`src/rtl/relay_nibble_scheduler_if.sv`:
```
// Nibble sources, mode request and relay-datapath outputs of the relay nibble scheduler.
interface relay_nibble_scheduler_if;
    logic [2:0] mode_cfg;
    logic [3:0] a_data;
    logic       a_valid;
    logic       a_ready;
    logic [3:0] b_data;
    logic       b_valid;
    logic       b_ready;
    logic [3:0] data_out;
    logic       data_out_available;
    logic [2:0] hi_simulate_mod_type;
    logic [1:0] grant;
    logic       timeout_pulse;
    logic [7:0] drop_count;

    modport master (
        output mode_cfg, a_data, a_valid, b_data, b_valid,
        input  a_ready, b_ready, data_out, data_out_available,
               hi_simulate_mod_type, grant, timeout_pulse, drop_count
    );

    modport slave (
        input  mode_cfg, a_data, a_valid, b_data, b_valid,
        output a_ready, b_ready, data_out, data_out_available,
               hi_simulate_mod_type, grant, timeout_pulse, drop_count
    );
endinterface

```
`src/rtl/relay_nibble_scheduler.sv`:
```
// Buffers two nibble sources, arbitrates whole frames round-robin and paces nibbles
// out to the relay datapath at its shift rate.
module relay_nibble_scheduler #(
    parameter int NIBBLE_PERIOD = 64,
    parameter int FIFO_DEPTH    = 4,
    parameter int FRAME_TIMEOUT = 1024
) (
    input logic                    clk,
    input logic                    rst_n,
    relay_nibble_scheduler_if.slave bus
);
    localparam int PW = $clog2(NIBBLE_PERIOD);
    localparam int GW = $clog2(2 * NIBBLE_PERIOD);
    localparam int TW = $clog2(FRAME_TIMEOUT);
    localparam int AW = $clog2(FIFO_DEPTH);
    localparam int CW = AW + 1;
    localparam logic [2:0] MODE_READER = 3'b101;
    localparam logic [2:0] MODE_TAG    = 3'b110;

    typedef enum logic [1:0] {IDLE, LOCKED, FLUSH, GAP} state_t;

    state_t state_q, state_d;

    logic [PW-1:0] paceCnt_q, paceCnt_d;
    logic [3:0]    dataOut_q, dataOut_d;
    logic          avail_q, avail_d;
    logic          timeout_q, timeout_d;
    logic [2:0]    modType_q, modType_d;
    logic [7:0]    dropCount_q, dropCount_d;
    logic [1:0]    grant_q, grant_d;
    logic          ownerB_q, ownerB_d;
    logic          lastB_q, lastB_d;
    logic [1:0]    zeroRun_q, zeroRun_d;
    logic [TW-1:0] emptyRun_q, emptyRun_d;
    logic          flushCnt_q, flushCnt_d;
    logic [GW-1:0] gapCnt_q, gapCnt_d;

    logic [1:0][FIFO_DEPTH-1:0][3:0] fifoMem_q;
    logic [1:0][AW-1:0]              wrPtr_q, rdPtr_q;
    logic [1:0][CW-1:0]              count_q;

    logic [1:0][3:0] srcData, head;
    logic [1:0]      srcValid, ready, push, pop, empty, full;
    logic            modeEnabled, modePending, selB, grantedEmpty;
    logic [3:0]      startChar, selHead, grantedHead, issueData;
    logic            idleAct, idleStart, lockIssue, timeoutHit, flushIssue;
    logic            flushEnd, zeroEnd, gapDone, issue;

    assign srcData  = {bus.b_data, bus.a_data};
    assign srcValid = {bus.b_valid, bus.a_valid};

    for (genvar s = 0; s < 2; s++) begin : g_fifoStatus
        assign head[s]  = fifoMem_q[s][rdPtr_q[s]];
        assign empty[s] = (count_q[s] == '0);
        assign full[s]  = (count_q[s] == CW'(FIFO_DEPTH));
    end

    // A pending mode change in IDLE flushes both FIFOs, so writes are held off that cycle.
    assign modeEnabled = (modType_q == MODE_READER) || (modType_q == MODE_TAG);
    assign modePending = (state_q == IDLE) && (bus.mode_cfg != modType_q);
    assign ready       = {2{modeEnabled && !modePending}} & ~full;
    assign push        = srcValid & ready;

    assign startChar    = (modType_q == MODE_TAG) ? 4'hF : 4'hC;
    assign selB         = (empty == 2'b00) ? !lastB_q : empty[0];
    assign selHead      = head[selB];
    assign grantedEmpty = empty[ownerB_q];
    assign grantedHead  = head[ownerB_q];

    assign idleAct    = (state_q == IDLE) && !modePending && modeEnabled
                        && (paceCnt_q == '0) && (empty != 2'b11);
    assign idleStart  = idleAct && (selHead == startChar);
    assign lockIssue  = (state_q == LOCKED) && (paceCnt_q == '0) && !grantedEmpty;
    assign timeoutHit = (state_q == LOCKED) && grantedEmpty
                        && (emptyRun_q == TW'(FRAME_TIMEOUT - 1));
    assign zeroEnd    = lockIssue && (grantedHead == 4'h0) && (zeroRun_q == 2'd1);
    assign flushIssue = (state_q == FLUSH) && (paceCnt_q == '0);
    assign flushEnd   = flushIssue && flushCnt_q;
    assign gapDone    = (state_q == GAP) && (gapCnt_q == GW'(2 * NIBBLE_PERIOD - 1));

    assign pop[0] = (idleAct && !selB) || (lockIssue && !ownerB_q);
    assign pop[1] = (idleAct && selB)  || (lockIssue && ownerB_q);

    always_ff @(posedge clk) begin
        if (!rst_n) begin
            state_q     <= IDLE;
            paceCnt_q   <= '0;
            dataOut_q   <= '0;
            avail_q     <= 1'b0;
            timeout_q   <= 1'b0;
            modType_q   <= '0;
            dropCount_q <= '0;
            grant_q     <= '0;
            ownerB_q    <= 1'b0;
            lastB_q     <= 1'b1;
            zeroRun_q   <= '0;
            emptyRun_q  <= '0;
            flushCnt_q  <= 1'b0;
            gapCnt_q    <= '0;
        end else begin
            state_q     <= state_d;
            paceCnt_q   <= paceCnt_d;
            dataOut_q   <= dataOut_d;
            avail_q     <= avail_d;
            timeout_q   <= timeout_d;
            modType_q   <= modType_d;
            dropCount_q <= dropCount_d;
            grant_q     <= grant_d;
            ownerB_q    <= ownerB_d;
            lastB_q     <= lastB_d;
            zeroRun_q   <= zeroRun_d;
            emptyRun_q  <= emptyRun_d;
            flushCnt_q  <= flushCnt_d;
            gapCnt_q    <= gapCnt_d;
        end
    end

    always_comb begin
        state_d = state_q;
        case (state_q)
            IDLE:    if (idleStart) state_d = LOCKED;
            LOCKED: begin
                if (timeoutHit)   state_d = FLUSH;
                else if (zeroEnd) state_d = GAP;
            end
            FLUSH:   if (flushEnd) state_d = GAP;
            GAP:     if (gapDone) state_d = IDLE;
            default: state_d = IDLE;
        endcase
    end

    always_comb begin
        issue     = idleStart || lockIssue || flushIssue;
        issueData = flushIssue ? 4'h0 : (idleStart ? selHead : grantedHead);
        paceCnt_d = issue ? PW'(NIBBLE_PERIOD - 1)
                          : ((paceCnt_q != '0) ? paceCnt_q - PW'(1) : paceCnt_q);
        dataOut_d = issue ? issueData : dataOut_q;
        avail_d   = issue;
        timeout_d = timeoutHit;
        modType_d = modePending ? bus.mode_cfg : modType_q;

        dropCount_d = dropCount_q;
        if (idleAct && !idleStart && (dropCount_q != 8'hFF))
            dropCount_d = dropCount_q + 8'd1;

        grant_d    = grant_q;
        ownerB_d   = ownerB_q;
        lastB_d    = lastB_q;
        zeroRun_d  = zeroRun_q;
        emptyRun_d = emptyRun_q;
        flushCnt_d = flushCnt_q;
        gapCnt_d   = (state_q == GAP) ? gapCnt_q + GW'(1) : '0;

        if (idleStart) begin
            grant_d    = selB ? 2'b10 : 2'b01;
            ownerB_d   = selB;
            zeroRun_d  = '0;
            emptyRun_d = '0;
        end
        if (state_q == LOCKED)
            emptyRun_d = grantedEmpty ? emptyRun_q + TW'(1) : '0;
        if (lockIssue)
            zeroRun_d = (grantedHead == 4'h0) ? zeroRun_q + 2'd1 : 2'd0;
        if (timeoutHit)
            flushCnt_d = 1'b0;
        if (flushIssue)
            flushCnt_d = 1'b1;
        if (gapDone) begin
            grant_d = '0;
            lastB_d = ownerB_q;
        end
    end

    // Same-cycle push and pop on one FIFO leave its count unchanged.
    always_ff @(posedge clk) begin
        if (!rst_n || modePending) begin
            wrPtr_q <= '0;
            rdPtr_q <= '0;
            count_q <= '0;
        end else begin
            for (int s = 0; s < 2; s++) begin
                if (push[s]) wrPtr_q[s] <= wrPtr_q[s] + AW'(1);
                if (pop[s])  rdPtr_q[s] <= rdPtr_q[s] + AW'(1);
                count_q[s] <= count_q[s] + CW'(push[s]) - CW'(pop[s]);
            end
        end
    end

    always_ff @(posedge clk) begin
        for (int s = 0; s < 2; s++) begin
            if (push[s]) fifoMem_q[s][wrPtr_q[s]] <= srcData[s];
        end
    end

    assign bus.a_ready              = ready[0];
    assign bus.b_ready              = ready[1];
    assign bus.data_out             = dataOut_q;
    assign bus.data_out_available   = avail_q;
    assign bus.hi_simulate_mod_type = modType_q;
    assign bus.grant                = grant_q;
    assign bus.timeout_pulse        = timeout_q;
    assign bus.drop_count           = dropCount_q;
endmodule

```
`src/flat_wrapper.sv`:
```
// flat-port wrapper written by rule: the top's interface ports become plain ports
module relay_nibble_scheduler_flat 
#(
    parameter int NIBBLE_PERIOD = 64,
    parameter int FIFO_DEPTH    = 4,
    parameter int FRAME_TIMEOUT = 1024
)
  (clk, rst_n, bus_mode_cfg, bus_a_data, bus_a_valid, bus_b_data, bus_b_valid, bus_a_ready, bus_b_ready, bus_data_out, bus_data_out_available, bus_hi_simulate_mod_type, bus_grant, bus_timeout_pulse, bus_drop_count);
  relay_nibble_scheduler_if bus_i ();
  input logic clk;
  input logic rst_n;
  input wire logic [$bits(bus_i.mode_cfg)-1:0] bus_mode_cfg;
  input wire logic [$bits(bus_i.a_data)-1:0] bus_a_data;
  input wire logic [$bits(bus_i.a_valid)-1:0] bus_a_valid;
  input wire logic [$bits(bus_i.b_data)-1:0] bus_b_data;
  input wire logic [$bits(bus_i.b_valid)-1:0] bus_b_valid;
  output wire logic [$bits(bus_i.a_ready)-1:0] bus_a_ready;
  output wire logic [$bits(bus_i.b_ready)-1:0] bus_b_ready;
  output wire logic [$bits(bus_i.data_out)-1:0] bus_data_out;
  output wire logic [$bits(bus_i.data_out_available)-1:0] bus_data_out_available;
  output wire logic [$bits(bus_i.hi_simulate_mod_type)-1:0] bus_hi_simulate_mod_type;
  output wire logic [$bits(bus_i.grant)-1:0] bus_grant;
  output wire logic [$bits(bus_i.timeout_pulse)-1:0] bus_timeout_pulse;
  output wire logic [$bits(bus_i.drop_count)-1:0] bus_drop_count;
  assign bus_i.mode_cfg = bus_mode_cfg;
  assign bus_i.a_data = bus_a_data;
  assign bus_i.a_valid = bus_a_valid;
  assign bus_i.b_data = bus_b_data;
  assign bus_i.b_valid = bus_b_valid;
  assign bus_a_ready = bus_i.a_ready;
  assign bus_b_ready = bus_i.b_ready;
  assign bus_data_out = bus_i.data_out;
  assign bus_data_out_available = bus_i.data_out_available;
  assign bus_hi_simulate_mod_type = bus_i.hi_simulate_mod_type;
  assign bus_grant = bus_i.grant;
  assign bus_timeout_pulse = bus_i.timeout_pulse;
  assign bus_drop_count = bus_i.drop_count;
  relay_nibble_scheduler #(.NIBBLE_PERIOD(NIBBLE_PERIOD), .FIFO_DEPTH(FIFO_DEPTH), .FRAME_TIMEOUT(FRAME_TIMEOUT)) u_core (.clk(clk), .rst_n(rst_n), .bus(bus_i));
endmodule
```
`config.mk`:
```
export PLATFORM = sky130hd
export DESIGN_NAME = relay_nibble_scheduler_flat
export DESIGN_NICKNAME = d
export VERILOG_FILES = /design/src/rtl/relay_nibble_scheduler_if.sv /design/src/rtl/relay_nibble_scheduler.sv /design/src/flat_wrapper.sv
export SDC_FILE = /design/constraint.sdc
export NUM_CORES = 1
export LEC_CHECK = 0
export CAP_MARGIN = 0
export CELL_PAD_IN_SITES_DETAIL_PLACEMENT = 1
export CELL_PAD_IN_SITES_GLOBAL_PLACEMENT = 1
export CORE_AREA = 2 2 105 107
export CTS_BUF_LIST = sky130_fd_sc_hd__clkbuf_2 sky130_fd_sc_hd__clkbuf_4 sky130_fd_sc_hd__clkbuf_8
export CTS_CLUSTER_DIAMETER = 40
export DETAILED_ROUTE_END_ITERATION = 10
export DIE_AREA = 0 0 107 109
export GPL_TIMING_DRIVEN = 0
export PLACE_DENSITY = 0.78
export SYNTH_ARGS = -nofsm -noshare
export SYNTH_HDL_FRONTEND = slang
export SYNTH_SLANG_ARGS = --single-unit
```
`constraint.sdc`:
```
create_clock -name clk -period 4.52 [get_ports clk]
set_clock_uncertainty 0.05 [all_clocks]
set_input_delay 0.678 -clock clk [delete_from_list [all_inputs] [get_ports clk]]
set_output_delay 0.678 -clock clk [all_outputs]
set_load 0.01 [all_outputs]
```
### After elaboration in Yosys (flattened, before gate mapping)

Index checks and enable logic that the tools add are counted.

* bits in registers: 95
* bits of input ports: 15
* output and inout bits: 21
* word-level logic and storage cells: 159

* add/sub/neg operators: 13
* order comparisons: 8
* eq/ne operators: 18
* multiplexer cells: 37
* bitwise logic cells: 4
* reductions and logical operators: 51

Operator list (count)
* 4-bit 2-to-1 mux: 10
* 16-bit bitwise mux: 2
* 10-bit 2-to-1 mux: 3
* 1-bit logical AND: 24
* 2-bit 2-to-1 mux: 10
* 4-bit binary-select mux with 2-bit select: 2
* 4-bit demux with 2-bit select: 2
* 3-bit == test (second input constant): 4
* 2-bit by 3-bit < comparator with 1-bit output (second input constant): 4
* 6-bit 2-to-1 mux: 2
* 10-bit by 1-bit adder with 10-bit output (second input constant): 1
* 2-bit by 1-bit adder with 2-bit output (second input constant): 5
* 10-bit == test (second input constant): 1
* 8-bit by 1-bit adder with 8-bit output (second input constant): 1
* 8-bit != test (second input constant): 1
* 2-bit case mux with 4 select lines: 1
* 2-bit nonzero test: 4
* 7-bit by 1-bit adder with 7-bit output (second input constant): 1
* 7-bit == test (second input constant): 1
* 1-bit logical NOT: 7
* 3-bit by 1-bit adder with 3-bit output: 2
* 3-bit logical NOT: 2
* 6-bit logical NOT: 1
* 1-bit logical OR: 6
* other kinds (21): 34

### Longest topological paths before layout

Gate-level depths: netlist of run 1.

* depth in word-level cells: 11
* gate-level depth with buffers: 16
* mapped depth without buffers: 15

### Least setup slack after synthesis of run 1

OpenSTA, ideal clock, no wires.

* path type: input-to-reg
* from: input port bus_mode_cfg[0]
* to: register u_core.count_q[2] (netlist bit)
* arrival time: 2942 ps
* required time: 4342 ps
* setup slack: 1400 ps
* cell stages on the path: 13
* cells stage by stage: xnor2_1 > nand3_1 > or4_4 > o22ai_1 > and2_1 > ha_1 > inv_1 > ha_1 > inv_1 > fa_1 > xor2_1 > xnor2_1 > nor2_1

* cells in the longest elaborated chain, start to end: 10

RTL lines
* start: declaration: line flat_wrapper.sv:12 `input wire logic [$bits(bus_i.mode_cfg)-1:0] bus_mode_cfg;`
* 3-bit != test *: line relay_nibble_scheduler.sv:60 `assign modePending = (state_q == IDLE) && (bus.mode_cfg != modType_q);`
* 1-bit logical AND *: line relay_nibble_scheduler.sv:60
* branches (longest 8 deep; another with 3-bit by 1-bit adder with 3-bit output)
* end signal: indexed assignment: line relay_nibble_scheduler.sv:184 `count_q[s] <= count_q[s] + CW'(push[s]) - CW'(pop[s]);`
* end: declaration: line relay_nibble_scheduler.sv:40 `logic [1:0][CW-1:0] count_q;`

Every way passes the cells marked *.
A chain may end at the register's enable or synchronous reset.

### Final worst setup path of run 1

* from: input port bus_mode_cfg[2]
* to: register u_core.count_q[2] (netlist bit)

Same word-level chain as after synthesis.

==> results of run 1 <==
-- registers in the layout, summed over array words and instances (netlist names), 3 cells and up --
register / cells
u_core.bus.hi_simulate_mod_type: 3
u_core.fifoMem_q: 32
u_core.rdPtr_q: 4
u_core.gapCnt_q: 7
u_core.bus.drop_count: 8
u_core.wrPtr_q: 4
u_core.bus.data_out: 4
u_core.paceCnt_q: 6
u_core.count_q: 6
u_core.emptyRun_q: 10
-- worst max-delay path by stage --
stage,startpoint,cells past startpoint,slack [ps],endpoint
floorplan,bus_mode_cfg[0],13,1400,u_core.count_q[2]$_SDFF_PP0_
global placement,bus_mode_cfg[2],14,590,u_core.count_q[2]$_SDFF_PP0_
detailed placement,bus_mode_cfg[2],14,570,u_core.count_q[2]$_SDFF_PP0_
CTS,bus_mode_cfg[2],14,940,u_core.count_q[2]$_SDFF_PP0_
global route,u_core.state_q[1]$_SDFFE_PN0P_,15,670,u_core.count_q[2]$_SDFF_PP0_
finish,bus_mode_cfg[2],14,940,u_core.count_q[2]$_SDFF_PP0_
-- synth_stat cells, types with 6 or more instances --
| cell | n | area, µm² |
|---|---|---|
| nand2b_1 | 6 | 37.5 |
| ha_1 | 23 | 288 |
| a21oi_1 | 19 | 95.1 |
| nor2_1 | 39 | 146 |
| clkbuf_1 | 17 | 63.8 |
| and3_1 | 26 | 163 |
| xnor2_1 | 14 | 123 |
| or3_1 | 7 | 43.8 |
| nand3_1 | 18 | 90.1 |
| inv_1 | 24 | 90.1 |
| nor3_1 | 10 | 50.1 |
| mux2i_1 | 15 | 150 |
| dfxtp_1 | 63 | 1260 |
| o21ai_0 | 12 | 60.1 |
| a31oi_1 | 8 | 50.1 |
| o21a_1 | 8 | 60.1 |
| mux2_2 | 8 | 90.1 |
| nand2_1 | 33 | 124 |
| edfxtp_1 | 32 | 961 |
| xor2_1 | 6 | 52.6 |
-- worst max-delay path, delay by kind of cell --
family / cells / cell delay [ps]
simple gates: 4 / 1010
buf+inv: 3 / 660
compound gates: 1 / 190
fa+ha+maj: 3 / 770
xor+xnor: 3 / 450
-- metal layers --
layer,share of wire,vias up,wire [µm]
li1,-,1703,-
met1,0.44,1764,4590
met2,0.50,50,5280
met3,0.027,25,282
met4,0.029,0,303
met5,0,-,0
-- metrics by stage --
step | instance area (µm²) | cells | hold slack (ps) | setup slack (ps) | util
floorplan | 4580 | 451 | 368 | 1400 | -
global placement | 5100 | 626 | 378 | 587 | 0.481
detailed placement | 5100 | 626 | 387 | 566 | 0.481
CTS | 5310 | 642 | 404 | 940 | 0.501
global route | 5310 | 642 | 426 | 674 | 0.501
finish | 5310 | 642 | 399 | 939 | 0.501
-- power breakdown --
group	internal, µW	total, µW	leakage, µW	switching [µW]
clock	308	602	0.000105	295
combinational	119	283	0.00107	164
sequential	910	939	0.000797	29.3
total	1340	1820	0.00197	488
-- area by class of cell --
type                            count  area (µm²)  share of cell area
Tap cell                          140         175              0.0330
Multi-Input combinational cell    311        2170               0.409
Buffer                             21        90.1              0.0170
Timing Repair Buffer               35         350              0.0660
Inverter                           24        90.1              0.0170
Clock inverter                      7        86.3              0.0163
Clock buffer                        9         124              0.0233
Sequential cell                    95        2220               0.418
-- cell families (layout without fill, tap and decap cells) --
logic type,count (synthesis),after routing,synth area share
XOR/XNOR,20,20,0.0383
AND/OR/NAND/NOR,162,162,0.181
multiplexers,27,27,0.0722
buffers and inverters,45,96,0.0394
adder cells (fa/ha/maj),25,25,0.0716
AO/OA/AOI/OAI,77,77,0.112
flip-flops,95,95,0.486
-- cell usage in the layout, fill, tap and decap left out, drive strengths merged, types with 3 or more instances in the layout --
cell type / n
clkdlybuf4s50: 35
a21oi: 19
and2: 4
dfxtp: 63
and3: 26
nor3b: 3
clkbuf: 26
o211ai: 3
o41ai: 3
a31oi: 8
mux2i: 15
o31ai: 3
or4: 4
ha: 23
or3: 7
o21ai: 13
nor2: 39
a211oi: 4
nand2: 33
buf: 4
inv: 25
nand2b: 6
xor2: 6
xnor2: 14
nand3: 18
nor4: 3
edfxtp: 32
nor3: 11
mux2: 8
mux4: 4
clkinv: 3
o21a: 8
==> results.yml, run 1 <==
synth:
  yosys_warnings: 0
  synth_area_per_cell_um2: 10.1
  syn_area_mm2: 0.00458
  seq_area_frac_synth: 0.486
  ys_types: 53
  synth-main-ff-cell: "dfxtp_1"
  async_reset_ff_frac: 0
  synthCells: 451
  ys_ff_latch: 95
  synth_fp_nets: 491
  synth_edf_count: 32
worst_setup_path:
  arrival_ps: 3770
  end_kind: "register"
  reg2reg_from: "u_core.state_q[1]$_SDFFE_PN0P_"
  r2r-end: "u_core.count_q[2]$_SDFF_PP0_"
  critical_path.cell_chain: "clkdlybuf4s50_1 -> xnor2_1 -> nand3_1 -> or4_4 -> o22ai_1 -> and2_1 -> ha_1 -> inv_1 -> ha_1 -> inv_1 -> fa_1 -> xor2_1 -> xnor2_1 -> nor2_1"
  worstPathMaxFanout: 4
  crit_slowest_cell: "or4_4"
  slowest_delay_ps: 560
  cp-start-kind: "input pin"
  r2r_cells: 15
  ff2ff_setup_slack_ps: 1000
  critPathRequiredTime_ps: 4710
  path_class: "input pin to register"
worst_hold_path:
  min_from: "u_core.gapCnt_q[0]$_SDFF_PN0_"
  holdPathEnd: "u_core.gapCnt_q[0]$_SDFF_PN0_"
  hold_class: "register to register"
  whs_path_depth: 1
clock_network:
  tritoncts: "built"
  ctsHtreeMaxLevel: 3
  post_cts_resized: 0
  root_buffer: "clkbuf_8"
  post_cts_buffers: 0
  clkSinkCount: 95
  clk_path_buf_depth: 2
  cts_buffers: 9
  cts-hold-fix-buffers: 0
  clkTransAtPathRegs_ps: 90
  clk-insertion-delay-late_ps: 360
die:
  die-area_mm2: 0.0117
  die_h_um: 109
  start_util: 0.432
  die_w_um: 107
  ios: 36
  rows: 38
  core_mm2: 0.0106
sta:
  fin_setup_tns_ps: 0
  slew_viol_final: 0
  max-slew-margin-rel: 0.587
  worst_pin_slew_ps: 613
  report.final.hold_viol_count: 0
  period_needed_ps: 3580
  fin_crit_sh: 0.792
  max_freq_mhz: 279
  rsz0062_at_grt: "false"
  setup_viol: 0
global_routing:
  gr-usage-met3: 0.0329
  grt_pass1_vias: 3683
  grt_pass1_wl_mm: 17.6
  grt_busiest_layer: "met2"
  grtUsageMet2: 0.344
  antenna_found_initial: 0
  grt_usage: 0.194
  grt_max_degree: 16
  gr-usage-met1: 0.225
  grt-ovfl-total: 0
cells_and_area:
  nFillCells: 1183
  syn2layout_area_growth_pct: 16.1
  antenna_cells: 0
  fin_nets: 537
  drive_above_1_share: 0.0757
place:
  port_buffers: 35
  hpwl_mm: 7.91
  gp_congestion: 0.892
detailed_routing:
  viasPerCell: 5.52
  finalWirelength_mm: 10.5
  remaining_drc_errors: 0
  drtAntennaViolNets: 0
  via_count: 3542
  initialDrtViolationCount: 90
  firstDrtPassIters: 4
  wire_per_inst_um: 16.3
power:
  vdd_drop_max_mv: 0.153
  p_leak_uw: 0.00197
  p_per_area_mw_per_mm2: 343
  power.total_uw: 1820
outcome:
  status: "finished, final reports clean"
job:
  maxCapViolations: 0
Power figures use the tool's default switching activity.
==> run 2, diff against run 1 <==
--- a/config.mk
+++ b/config.mk
@@ -8,13 +8,13 @@
 export CAP_MARGIN = 0
 export CELL_PAD_IN_SITES_DETAIL_PLACEMENT = 1
 export CELL_PAD_IN_SITES_GLOBAL_PLACEMENT = 1
-export CORE_AREA = 2 2 105 107
+export CORE_AREA = 2 2 107 109
 export CTS_BUF_LIST = sky130_fd_sc_hd__clkbuf_2 sky130_fd_sc_hd__clkbuf_4 sky130_fd_sc_hd__clkbuf_8
 export CTS_CLUSTER_DIAMETER = 40
 export DETAILED_ROUTE_END_ITERATION = 10
-export DIE_AREA = 0 0 107 109
+export DIE_AREA = 0 0 109 111
 export GPL_TIMING_DRIVEN = 0
-export PLACE_DENSITY = 0.78
+export PLACE_DENSITY = 0.79
 export SYNTH_ARGS = -nofsm -noshare
 export SYNTH_HDL_FRONTEND = slang
 export SYNTH_SLANG_ARGS = --single-unit
==> constraint.sdc (replaced) <==
create_clock -name clk -period 3.2 [get_ports clk]
set_clock_uncertainty 0.05 [all_clocks]
set_input_delay 0.48 -clock clk [delete_from_list [all_inputs] [get_ports clk]]
set_output_delay 0.48 -clock clk [all_outputs]
set_load 0.01 [all_outputs]
==> results.yml, run 2 (synthesized netlist as in run 1, its figures left out) <==
outcome:
  status: "finished, final reports clean"
sta:
  fin_crit_sh: 0.955
  max_freq_mhz: 327
  hold_ws_ps: 432
  max-slew-margin-rel: 0.598
  worst_pin_slew_ps: 604
  period_needed_ps: 3060
  report.final.hold_viol_count: 0
  setup_viol: 0
  setup_ws_ps: 145
  slew_viol_final: 0
global_routing:
  grt_pass1_wl_mm: 18.3
  grt_usage: 0.194
  grt_max_degree: 16
  antenna_found_initial: 0
  grt-ovfl-total: 0
  grt_pass1_vias: 3698
die:
  die_h_um: 111
  ios: 36
  rows: 39
  core_mm2: 0.0111
  die_w_um: 109
  start_util: 0.413
  die-area_mm2: 0.0121
clock_network:
  clkTransAtPathRegs_ps: 90
  root_buffer: "clkbuf_8"
  clkSinkCount: 95
  ctsHtreeMaxLevel: 3
  clk-insertion-delay-late_ps: 370
  tritoncts: "built"
  clk_path_buf_depth: 2
  cts-hold-fix-buffers: 0
  cts_buffers: 9
cells_and_area:
  antenna_cells: 0
  layout_commonest_cell: "dfxtp_1"
  stdcell_count: 654
  fin_nets: 546
  drive_above_1_share: 0.155
  layout_common_cells: "dfxtp_1 (58), nor2_1 (39), nand2_1 (32), clkdlybuf4s50_1 (32), edfxtp_1 (32)"
  final_area_mm2: 0.00551
  syn2layout_area_growth_pct: 20.4
  largest_reg_flops: 32
worst_hold_path:
  hold_class: "register to register"
worst_setup_path:
  crit_slowest_cell: "or4_4"
  arrival_ps: 3240
  end_kind: "register"
  path_class: "register to register"
  crit_path_frequent_cell: "ha_4"
  worstPathMaxFanout: 3
  ff2ff_setup_slack_ps: 140
  slowest_delay_ps: 530
  cpLargestDelayFamily: "simple AND/OR/NAND/NOR gates"
  cp-start-kind: "register"
  critical_path.cell_chain: "inv_2 -> ha_4 -> nor2b_4 -> nand2_2 -> or4_4 -> o22ai_4 -> and2_4 -> ha_4 -> inv_4 -> ha_4 -> inv_2 -> fa_2 -> xor2_2 -> xnor2_1 -> nor2_1"
  critPathRequiredTime_ps: 3390
  path_buf_inv: 3
place:
  hpwl_mm: 8.25
  gp_congestion: 0.823
  port_buffers: 35
  dp_slack_ps: -645
  placedCellCount: 629
  place_area_mm2: 0.00510
detailed_routing:
  initialDrtViolationCount: 155
  drtAntennaViolNets: 0
  firstDrtPassIters: 5
  remaining_drc_errors: 0
  via_count: 3580
  viasPerCell: 5.47
  finalWirelength_mm: 11.3
  wire_per_inst_um: 17.3
job:
  maxCapViolations: 0
power:
  p_leak_uw: 0.00205
  vdd_drop_max_mv: 0.320
  p_per_area_mw_per_mm2: 467
[run 2: cell count changes in the layout (fill, tap and decap cells not counted), moves of 4 or more]
cell | before | now
inv_2 | 0 | 4
dfxtp_1 | 63 | 58
dfxtp_2 | 0 | 4
inv_1 | 24 | 19
ha_1 | 23 | 19
buf_4 | 0 | 11
ha_4 | 0 | 4
[run 2: layer usage]
metal / routed length (µm) / vias up / GRT usage
li1: - / 1726 / -
met1: 4650 / 1774 / 0.226
met2: 6040 / 60 / 0.350
met3: 266 / 20 / 0.0235
met4: 343 / 0 / 0.0855
met5: 0 / - / 0
[run 2: worst paths after layout]
path                                                        from                             end  cells after the start
worst max-delay path            u_core.paceCnt_q[1]$_SDFFE_PN0P_    u_core.count_q[2]$_SDFF_PP0_                     15
worst min register to register    u_core.flushCnt_q$_SDFFE_PN0P_  u_core.flushCnt_q$_SDFFE_PN0P_                      2
worst min-delay path              u_core.flushCnt_q$_SDFFE_PN0P_  u_core.flushCnt_q$_SDFFE_PN0P_                      2
worst max register to register  u_core.paceCnt_q[1]$_SDFFE_PN0P_    u_core.count_q[2]$_SDFF_PP0_                     15
[run 2: final cells by class]
cell class | instances | area, µm²
fill | 1228 | 5570
multi-input combinational | 311 | 2320
sequential | 95 | 2230
timing repair buffer | 46 | 437
tap | 143 | 179
clock buffer | 12 | 150
inverter | 24 | 92.6
buffer | 19 | 82.6
clock inverter | 4 | 21.3
[run 2: repair_timing]
action | CTS | global route
resized for setup | 12 | 27
buffers inserted | 2 | 9
endpoints found under the setup margin | 4 | 4
pin swaps | 3 | 9
[run 2: per-stage QoR]
stage / total power [µW] / TNS [ps] / utilization
2_1_floorplan: 1630 / 0 / -
3_3_place_gp: 1720 / -1230 / 0.461
3_5_place_dp: 1750 / -2130 / 0.461
4_1_cts: 2510 / 0 / 0.482
5_1_grt: 2710 / -36.0 / 0.497
6_report: 2570 / 0 / 0.497
[run 2: where the power goes]
| group | total [µW] | switching (µW) | internal (µW) |
|---|---|---|---|
| clock network | 736 | 423 | 313 |
| registers | 1330 | 43.5 | 1290 |
| logic | 508 | 263 | 245 |
[run 2: tightest hold or removal path: stages, from the launching register on]
cell,delay (ps)
dfxtp_1,320
nand2_1,60
a21oi_1,60
==> run 3, diff against run 2 <==
--- a/config.mk
+++ b/config.mk
@@ -11,6 +11,7 @@
 export CORE_AREA = 2 2 107 109
 export CTS_BUF_LIST = sky130_fd_sc_hd__clkbuf_2 sky130_fd_sc_hd__clkbuf_4 sky130_fd_sc_hd__clkbuf_8
 export CTS_CLUSTER_DIAMETER = 40
+export CTS_CLUSTER_SIZE = 8
 export DETAILED_ROUTE_END_ITERATION = 10
 export DIE_AREA = 0 0 109 111
 export GPL_TIMING_DRIVEN = 0
==> results of run 3 <==
The final DEF is identical to that of run 2; final timing and power are the same.
